File: src/rtl/hci_reset_ctrl.sv
// HCI RESET_CONTROL servicing: drives core/queue resets from the self-clearing CSR bits,
// waits for per-queue completion and strobes the CSR bits back to 0.
module hci_reset_ctrl #(
  parameter int NUM_QUEUES      = 5,
  parameter int SOFT_RST_CYCLES = 16,
  parameter int ACK_TIMEOUT     = 255
) (
  input  logic                  clk_i,
  input  logic                  rst_ni,
  input  logic                  soft_rst_req_i,
  input  logic [NUM_QUEUES-1:0] queue_rst_req_i,
  output logic [NUM_QUEUES-1:0] queue_rst_o,
  input  logic [NUM_QUEUES-1:0] queue_rst_done_i,
  output logic                  core_soft_rst_o,
  output logic                  soft_rst_clr_we_o,
  output logic [NUM_QUEUES-1:0] queue_rst_clr_we_o,
  output logic                  busy_o,
  output logic                  err_timeout_o,
  input  logic                  err_clr_i,
  output logic [2:0]            state_o
);

  localparam int MAX_CYC = (SOFT_RST_CYCLES > ACK_TIMEOUT) ? SOFT_RST_CYCLES : ACK_TIMEOUT;
  localparam int CW      = $clog2(MAX_CYC + 1);
  localparam logic [CW-1:0] SOFT_LOAD = CW'(SOFT_RST_CYCLES - 1);
  localparam logic [CW-1:0] ACK_LOAD  = CW'(ACK_TIMEOUT - 1);

  typedef enum logic [2:0] {
    IDLE        = 3'd0,
    SOFT_ASSERT = 3'd1,
    WAIT_DONE   = 3'd2,
    CLEAR       = 3'd3,
    HOLDOFF     = 3'd4
  } state_e;

  state_e                  state_q, state_d;
  logic [NUM_QUEUES-1:0]   pending_q, pending_d;
  logic [NUM_QUEUES-1:0]   outstanding_q, outstanding_d;
  logic [NUM_QUEUES-1:0]   latched_q, latched_d;
  logic [NUM_QUEUES-1:0]   outstanding_masked;
  logic                    soft_flag_q, soft_flag_d;
  logic [CW-1:0]           cnt_q, cnt_d;
  logic                    err_q;
  logic                    err_set;

  // Handshake: queue_rst_o[i] is a level request held until queue_rst_done_i[i] is
  // sampled high in WAIT_DONE; the request drops on the following cycle. Done is a
  // level that may already be high when the request rises and then counts at once.
  assign outstanding_masked = outstanding_q & ~queue_rst_done_i;

  always_ff @(posedge clk_i or negedge rst_ni) begin
    if (!rst_ni) begin
      state_q       <= IDLE;
      pending_q     <= '0;
      outstanding_q <= '0;
      latched_q     <= '0;
      soft_flag_q   <= 1'b0;
      cnt_q         <= '0;
      err_q         <= 1'b0;
    end else begin
      state_q       <= state_d;
      pending_q     <= pending_d;
      outstanding_q <= outstanding_d;
      latched_q     <= latched_d;
      soft_flag_q   <= soft_flag_d;
      cnt_q         <= cnt_d;
      if (err_set) begin
        err_q <= 1'b1;
      end else if (err_clr_i) begin
        err_q <= 1'b0;
      end
    end
  end

  always_comb begin
    state_d            = state_q;
    pending_d          = pending_q;
    outstanding_d      = outstanding_q;
    latched_d          = latched_q;
    soft_flag_d        = soft_flag_q;
    cnt_d              = cnt_q;
    err_set            = 1'b0;
    queue_rst_o        = '0;
    core_soft_rst_o    = 1'b0;
    soft_rst_clr_we_o  = 1'b0;
    queue_rst_clr_we_o = '0;

    case (state_q)
      IDLE: begin
        if (soft_rst_req_i) begin
          // Queue bits set alongside soft reset are covered by it and cleared with it.
          pending_d   = '1;
          latched_d   = queue_rst_req_i;
          soft_flag_d = 1'b1;
          cnt_d       = SOFT_LOAD;
          state_d     = SOFT_ASSERT;
        end else if (|queue_rst_req_i) begin
          pending_d     = queue_rst_req_i;
          outstanding_d = queue_rst_req_i;
          latched_d     = '0;
          soft_flag_d   = 1'b0;
          cnt_d         = ACK_LOAD;
          state_d       = WAIT_DONE;
        end
      end

      SOFT_ASSERT: begin
        core_soft_rst_o = 1'b1;
        queue_rst_o     = '1;
        if (cnt_q == '0) begin
          cnt_d         = ACK_LOAD;
          outstanding_d = pending_q;
          state_d       = WAIT_DONE;
        end else begin
          cnt_d = cnt_q - CW'(1);
        end
      end

      WAIT_DONE: begin
        queue_rst_o   = outstanding_q;
        outstanding_d = outstanding_masked;
        if (outstanding_masked == '0) begin
          state_d = CLEAR;
        end else if (cnt_q == '0) begin
          err_set       = 1'b1;
          outstanding_d = '0;
          state_d       = CLEAR;
        end else begin
          cnt_d = cnt_q - CW'(1);
        end
      end

      CLEAR: begin
        queue_rst_clr_we_o = soft_flag_q ? latched_q : pending_q;
        soft_rst_clr_we_o  = soft_flag_q;
        state_d            = HOLDOFF;
      end

      // One idle cycle lets the CSR write land before request levels are sampled again.
      HOLDOFF: begin
        state_d = IDLE;
      end

      default: begin
        state_d = IDLE;
      end
    endcase
  end

  assign busy_o        = (state_q != IDLE);
  assign err_timeout_o = err_q;
  assign state_o       = state_q;

endmodule

File: config.mk
export PLATFORM = sky130hd
export DESIGN_NAME = hci_reset_ctrl
export DESIGN_NICKNAME = d
export VERILOG_FILES = /design/src/rtl/hci_reset_ctrl.sv
export SDC_FILE = /design/constraint.sdc
export NUM_CORES = 1
export LEC_CHECK = 0
export BUFFER_PORTS_ARGS = -buffer_cell sky130_fd_sc_hd__buf_4
export CORE_MARGIN = 3
export CORE_UTILIZATION = 59
export DETAILED_ROUTE_END_ITERATION = 16
export GPL_ROUTABILITY_DRIVEN = 0
export PLACE_DENSITY = 0.84
export SYNTH_ARGS = -nofsm -noshare
export SYNTH_HDL_FRONTEND = slang
export SYNTH_SLANG_ARGS = --single-unit
File: constraint.sdc
create_clock -name clk_i -period 5.53 [get_ports clk_i]
set_input_delay 0 -clock clk_i [delete_from_list [all_inputs] [get_ports clk_i]]
set_output_delay 0 -clock clk_i [all_outputs]
set_load 0.02 [all_outputs]
==> key figures, run 1 <==
Logic synthesis
  • Async set-or-reset flop fraction in the synthesized netlist: 100%
  • Net count of the mapped netlist: 226
  • Primary flip-flop cell chosen by synthesis mapping: dfrtp_1
  • Register area share after synthesis: 40.2%
  • Mapped Avg Cell Area: 8.26 µm²
  • Count of mapped cells out of synthesis: 211
  • Post-synthesis cell type count: 49
  • Synth Register Bits: 28
  • Count of yosys warnings during synthesis: 0
  • Number of enable flip-flop cells after synthesis: 0
  • Synth Cell Area: 1740 µm²

Cells and area
  • Final standard cell utilization of the core: 73.8%
  • Layout overhead on the synthesized area: 17.7%
  • # fillers: 223
  • Post-layout net count: 257
  • Inserted Diodes: 0
  • Ratio of cells with drive above 1 in the final layout: 18.8%

Power and ir drop
  • Standby leakage power: 0.000995 µW
  • Total power density per cell area: 643 nW/µm²
  • Maximum VDD drop: 0.000460 V

STA
  • Achievable frequency: 0.379 GHz
  • Number of pins exceeding their max-slew limit in the final report: 0
  • Slew HR: 27.4%
  • Maximum clock skew at final layout: 3.59 ps
  • TNS Setup: 0 ps
  • Transition time at the pin with the least slew margin: 1090 ps
  • RSZ-0062 raised after global routing: false
  • Min setup slack post-route: 2890 ps
  • Shortest clock period the worst path allows after layout: 2640 ps
  • Period utilization: 47.7%
  • Final setup fails: 0
  • Final number of hold-violating endpoints: 0
  • Final hold slack: 112 ps

Clocking
  • Clk sink count: 28
  • Clk root buf: clkbuf_4
  • CTS tree: yes
  • TritonCTS Buffers: 3
  • Insertion delay to the later sink of the worst-skew pair: 320 ps
  • H-tree depth reported by CTS: 1
  • Clock-pin slew on the worst setup and hold paths: 140 ps
  • Clock buffer depth: 2

Setup path
  • Endpoint type of the worst setup path: flop
  • Critical path startpoint: state_o[1]
  • Arr. time, crit path: 2860 ps
  • Critical path start-end classification: flop to flop
  • Critical-path maximum fanout: 13
  • Required arrival time at the worst endpoint: 5760 ps
  • Critical Path Start Type: flop
  • Source of the worst register-to-register timing path: state_o[1]

Detailed routing
  • Number of violations reported at the end of detailed-routing iteration 0: 108
  • Detailed-router iteration count before antenna repair: 4
  • Via-per-instance ratio: 6.00
  • Vias after detailed routing: 1626
  • Post-route DRC violation count: 0
  • Antenna-violating nets left: 0
  • Total routed wirelength: 4.28 mm
  • Drt wl/cell: 15.8 µm

Placed design
  • Post-detailed-placement half-perimeter wirelength: 3.21 mm
  • Worst slack at placement: 2940 ps
  • Port Buffers: 30

Global route
  • Number of global-route vias before repair: 1576
  • Aggregate global-route resource usage: 25.5%
  • Residual overflow from global routing: 0
  • Maximum number of pins on one net before global-route repair: 29
  • Antenna violations before repair: 0
  • First-pass GRT wire length: 7.04 mm

Floorplan
  • Die Span X: 60.4 µm
  • Number of placement rows: 19
  • Initial Utilization: 62.7%
  • Height of the die: 60.4 µm
  • Number of ports placed on the die boundary: 31
  • Total die area: 3640 µm²
  • Core area: 2780 µm²

Run
  • Max cap viols: 0

Outcome
  • Outcome: finished, final reports clean

Hold path
  • Class of the tightest hold or removal check: input pin to asynchronous set/reset pin
==> through the flow <==
stage	power, µW	cell area, µm²	instances
3_5_place_dp	1230	1950	260
6_report	1320	2050	271
5_1_grt	1430	2050	271
2_1_floorplan	1010	1740	211
4_1_cts	1320	2050	271
3_3_place_gp	1190	1950	260
==> layout make-up <==
type | count | area, µm² | area share [%]
multi-input combinational | 157 | 932 | 45.4
timing repair buffer | 38 | 305 | 14.9
tap | 31 | 38.8 | 1.89
clock buffer | 3 | 22.5 | 1.10
inverter | 14 | 52.6 | 2.56
sequential | 28 | 701 | 34.1
==> final timing paths <==
| check | end | depth (start not counted) | slack [ps] |
|---|---|---|---|
| max in group asynchronous | outstanding_q[4] | 2 | 5150 |
| worst max register to register | cnt_q[1] | 4 | 2890 |
| worst min-delay path | latched_q[2] | 2 | 110 |
| worst min register to register | latched_q[0] | 2 | 520 |
| worst max-delay path | cnt_q[1] | 4 | 2890 |
| min in group clk_i | outstanding_q[2] | 5 | 130 |
==> kinds of logic (layout without fill, tap and decap cells) <==
group / count (synthesis) / after routing / synth area share [%]
and+or+nand+nor: 85 / 85 / 23.6
AOI/OAI and AO/OA: 64 / 64 / 24.9
DFF: 28 / 28 / 40.2
buffers and inverters: 26 / 55 / 6.32
muxes: 6 / 6 / 3.73
adders and majority gates: 1 / 1 / 0.718
xor gates and xnor gates: 1 / 1 / 0.503
==> routing by layer <==
metal	vias up	GRT usage, %	wire length, µm
met5	-	0	0
met4	0	8.23	33
met3	4	4.89	237
met2	54	44.3	2190
met1	768	31.9	1820
li1	800	-	-
==> placed cells by master (no fill, tap or decap), drive strengths merged, types with 5 or more instances in the layout <==
master,count
a21oi,18
dlygate4sd3,8
o2bb2ai,5
o21ai,15
a21o,7
nor3,5
nand3,9
buf,30
nor2b,6
nor2,20
nand2,31
inv,14
dfrtp,28
mux2i,5
==> critical path, cell delays in order (launching register included) <==
cell and delay, ps:
dfrtp_1 630, nor3b_1 930, and3_1 470, a211o_4 210, mux2_4 300
==> state kept, by name, indices dropped and copies added, names as in the netlist <==
register,count
cnt_q,8
err_timeout_o,1
latched_q,5
outstanding_q,5
pending_q,5
soft_flag_q,1
state_o,3
==> Yosys cell counts (2+ instances only) <==
cell       number  area, µm²
nand3b_1        2       15.0
and3_1          2       12.5
a22oi_1         2       15.0
nor3_1          3       15.0
nor2b_1         6       37.5
nand3_1         9       45.0
dfrtp_1        28        701
o211ai_1        3       22.5
a31oi_1         3       18.8
buf_2           4       20.0
nor2_1         20       75.1
mux2i_1         5       50.1
o21ai_0        13       65.1
nand2_2         2       12.5
a21oi_1        18       90.1
inv_1          13       48.8
clkbuf_1        6       22.5
o2bb2ai_1       5       43.8
nor3_2          2       20.0
nand2_1        29        109
a21o_1          7       52.6
and2_1          2       12.5
==> power by group <==
group | leakage [µW] | switching (µW) | internal [µW] | total [µW]
registers | 0.000338 | 112 | 299 | 410
clock network | 0.0000138 | 57.4 | 25.5 | 83.0
logic | 0.000643 | 482 | 345 | 827
total | 0.000995 | 651 | 669 | 1320
==> timing repair <==
item                       4_1_cts  5_1_grt
resized for setup                0        0
hold buffers                     8        0
setup endpoints to repair        0        0
hold endpoints to repair        39        0
buffers inserted                 0        0
Note: power is estimated with default switching activity, not from simulation.
==> run 2: changes to the inputs <==
--- a/config.mk
+++ b/config.mk
@@ -5,12 +5,13 @@
 export SDC_FILE = /design/constraint.sdc
 export NUM_CORES = 1
 export LEC_CHECK = 0
+export ABC_AREA = 1
 export BUFFER_PORTS_ARGS = -buffer_cell sky130_fd_sc_hd__buf_4
 export CORE_MARGIN = 3
-export CORE_UTILIZATION = 59
+export CORE_UTILIZATION = 50
 export DETAILED_ROUTE_END_ITERATION = 16
 export GPL_ROUTABILITY_DRIVEN = 0
-export PLACE_DENSITY = 0.84
+export PLACE_DENSITY = 0.75
 export SYNTH_ARGS = -nofsm -noshare
 export SYNTH_HDL_FRONTEND = slang
 export SYNTH_SLANG_ARGS = --single-unit
==> constraint.sdc (replaced) <==
create_clock -name clk_i -period 2.2 [get_ports clk_i]
set_input_delay 0 -clock clk_i [delete_from_list [all_inputs] [get_ports clk_i]]
set_output_delay 0 -clock clk_i [all_outputs]
set_load 0.02 [all_outputs]
==> run 2 against run 1 <==
Sequential power rose by 130%. Global-route usage fell by 4.5 points. Setup slack got worse by 2800 ps. Clock skew rose by 12 ps. Non-clock buffer count did not move. Sequential cell count did not move. Synthesized area rose by 2.4%. Power rose to 2.6 times the previous value. First-iteration DRC count fell by 19%. Largest power group unchanged. Highest routed layer unchanged.
==> key figures, run 2 <==
Global route
  • Aggregate global-route resource usage: 21.0%
  • Number of global-route vias before repair: 1491
  • First-pass GRT wire length: 7.05 mm
  • Antenna violations before repair: 0
  • Residual overflow from global routing: 0
  • Maximum number of pins on one net before global-route repair: 29

Placed design
  • Worst slack at placement: 411 ps
  • Placed Instances: 316
  • Post-detailed-placement half-perimeter wirelength: 3.12 mm
  • Port Buffers: 30

Floorplan
  • Core area: 3390 µm²
  • Height of the die: 65.8 µm
  • Number of ports placed on the die boundary: 31
  • Die Span X: 65.8 µm
  • Total die area: 4320 µm²
  • Number of placement rows: 21
  • Initial Utilization: 52.7%

STA
  • Min setup slack post-route: 142 ps
  • Period utilization: 93.6%
  • Final number of hold-violating endpoints: 0
  • Maximum clock skew at final layout: 15.6 ps
  • Transition time at the pin with the least slew margin: 649 ps
  • Final setup fails: 0
  • Achievable frequency: 0.486 GHz
  • TNS Setup: 0 ps
  • Number of pins exceeding their max-slew limit in the final report: 0
  • Slew HR: 56.4%
  • Shortest clock period the worst path allows after layout: 2060 ps
  • RSZ-0062 raised after global routing: false

Cells and area
  • Final standard cell utilization of the core: 63.3%
  • Total area of sequential cells: 701 µm²
  • Layout overhead on the synthesized area: 20.2%
  • Flip-flop count of the largest register after layout: 8
  • Inserted Diodes: 0
  • Register with the most flip-flops: cnt_q
  • # fillers: 312
  • Ratio of cells with drive above 1 in the final layout: 22.8%
  • Area of the multi-input gates: 868 µm²
  • Most frequent cells in the layout: nand2_1 (54), inv_1 (44), o21ai_0 (37)
  • Commonest non-fill, non-tap cell in the layout: nand2_1
  • Final Non-Filler Cells: 327
  • Post-layout net count: 297

Setup path
  • Arr. time, crit path: 2320 ps
  • Critical Path Start Type: flop
  • Combined buffer and inverter count along the critical path: 2
  • R2r setup slk: 140 ps
  • Source of the worst register-to-register timing path: state_o[1]
  • Slowest cell on the critical path: dlygate4sd3_1
  • Required arrival time at the worst endpoint: 2460 ps
  • Ordered cell list for the critical path: nor2_2 > nand2_4 > inv_2 > nand2_2 > nand2_2 > o21ai_0 > dlygate4sd3_1 > o21ai_0
  • Critical register-to-register path endpoint: pending_q[3]
  • Critical path start-end classification: flop to flop
  • Critical-path maximum fanout: 17
  • FF-to-FF path depth: 8
  • Crit-path leading delay family: simple AND/OR/NAND/NOR gates
  • Slowest Stage Delay on Critical Path: 550 ps
  • Endpoint type of the worst setup path: flop

Logic synthesis
  • Register area share after synthesis: 39.2%
  • Cells taking the most area after synthesis: dfrtp_1 (39%), nand2_1 (12%), o21ai_0 (10%), inv_1 (9.3%), nand3_1 (4.5%)
  • Synth Register Bits: 28
  • Number of enable flip-flop cells after synthesis: 0
  • Proportion of netlist area held by the largest area contributor: 39.2%
  • Net count of the mapped netlist: 260
  • Count of mapped cells out of synthesis: 245
  • Cell with the most instances after synthesis: nand2_1
  • Synth Cell Area: 1790 µm²
  • Post-synthesis cell type count: 27
  • Area leader, netlist: dfrtp_1
  • Count of yosys warnings during synthesis: 0
  • Post-synth top cells: nand2_1 (55), inv_1 (44), o21ai_0 (37), dfrtp_1 (28), nand3_1 (16)
  • Mapped Avg Cell Area: 7.29 µm²
  • Async set-or-reset flop fraction in the synthesized netlist: 100%
  • Primary flip-flop cell chosen by synthesis mapping: dfrtp_1

Clocking
  • TritonCTS Buffers: 3
  • H-tree depth reported by CTS: 1
  • Clock-pin slew on the worst setup and hold paths: 160 ps
  • Clock buffer depth: 2
  • Clk sink count: 28
  • Insertion delay to the later sink of the worst-skew pair: 330 ps
  • CTS tree: yes
  • Clk root buf: clkbuf_4
  • Number of buffers inserted by post-CTS setup repair: 0

Power and ir drop
  • Total power density per cell area: 1570 nW/µm²
  • Standby leakage power: 0.00115 µW
  • Maximum VDD drop: 0.000749 V

Detailed routing
  • Post-route DRC violation count: 0
  • Met2 Wirelength: 1.88 mm
  • Drt wl/cell: 12.9 µm
  • Detailed-router iteration count before antenna repair: 4
  • Total routed wirelength: 4.22 mm
  • Met3 Routed Length: 236 µm
  • Antenna-violating nets left: 0
  • Number of violations reported at the end of detailed-routing iteration 0: 87
  • Via-per-instance ratio: 5.20
  • Vias after detailed routing: 1700
  • Highest metal layer used by the detailed router: met4
  • M1 WL: 2.08 mm

Run
  • Max cap viols: 0

Outcome
  • Outcome: finished, final reports clean

Hold path
  • Depth of the worst hold-timing path: 3
  • Class of the tightest hold or removal check: input pin to flop
  • Hold Path End: latched_q[4]
  • Min-Delay Startpoint: queue_rst_req_i[4]
[run 2: changes by cell type after synthesis, moves of 6 or more]
cell	previous run	this run
a21o_1	7	0
nor2_1	20	9
a21oi_1	18	1
nand2_1	29	55
nor2b_1	6	0
o21ai_0	13	37
inv_1	13	44
nand3_1	9	16
[run 2: how the worst max path moves through the flow]
| stage | endpoint | slack (ps) | cells past startpoint | start |
|---|---|---|---|---|
| floorplan | cnt_q[0] | 590 | 8 | state_o[1] |
| global placement | cnt_q[6] | 460 | 8 | state_o[1] |
| detailed placement | cnt_q[7] | 410 | 8 | state_o[1] |
| CTS | pending_q[3] | 120 | 8 | state_o[1] |
| global route | pending_q[3] | 40 | 8 | state_o[1] |
| finish | pending_q[3] | 140 | 8 | state_o[1] |
[run 2: per-layer routing]
| metal | vias to the layer above | global-route usage, % |
|---|---|---|
| met5 | - | 0 |
| met4 | 0 | 4.15 |
| met3 | 4 | 2.22 |
| met2 | 60 | 31.8 |
| met1 | 776 | 32.3 |
| li1 | 860 | - |
[run 2: worst register-to-register path, cell delays in order (launching register included)]
cell and delay (ps):
dfrtp_1 470, nor2_2 210, nand2_4 100, inv_2 100, nand2_2 200, nand2_2 200, o21ai_0 90, dlygate4sd3_1 550
o21ai_0 70
[run 2: layout make-up]
class	instances	area share (%)
clock buffer	4	1.69
inverter	48	8.40
timing repair buffer	38	14.1
multi-input combinational	163	40.5
tap	46	2.68
sequential	28	32.7
[run 2: per-stage QoR]
stage | hold WS, ps | area [µm²] | total power, µW
after global placement | -57.6 | 2040 | 3040
after detailed placement | -57.8 | 2040 | 3070
after CTS | 15.7 | 2140 | 3360
after floorplan | -296 | 1790 | 2540
after global routing | 36.1 | 2150 | 3680
final | 12.2 | 2150 | 3370
[run 2: kinds of logic after synthesis]
kind of cell / synth area share (%)
simple gates: 29.9
fa+ha+maj: 0.701
flops: 39.2
buf+inv: 12.3
compound gates: 17.4
xor+xnor: 0.491
[run 2: timing repair]
item	CTS	global route
gates resized for setup	0	1
endpoints found under the setup margin	0	1
hold buffers	7	0
endpoints found under the hold margin	34	0
[run 2: power breakdown]
group	switching [µW]	internal, µW
Clock	154	101
Sequential	182	758
Combinational	1400	773
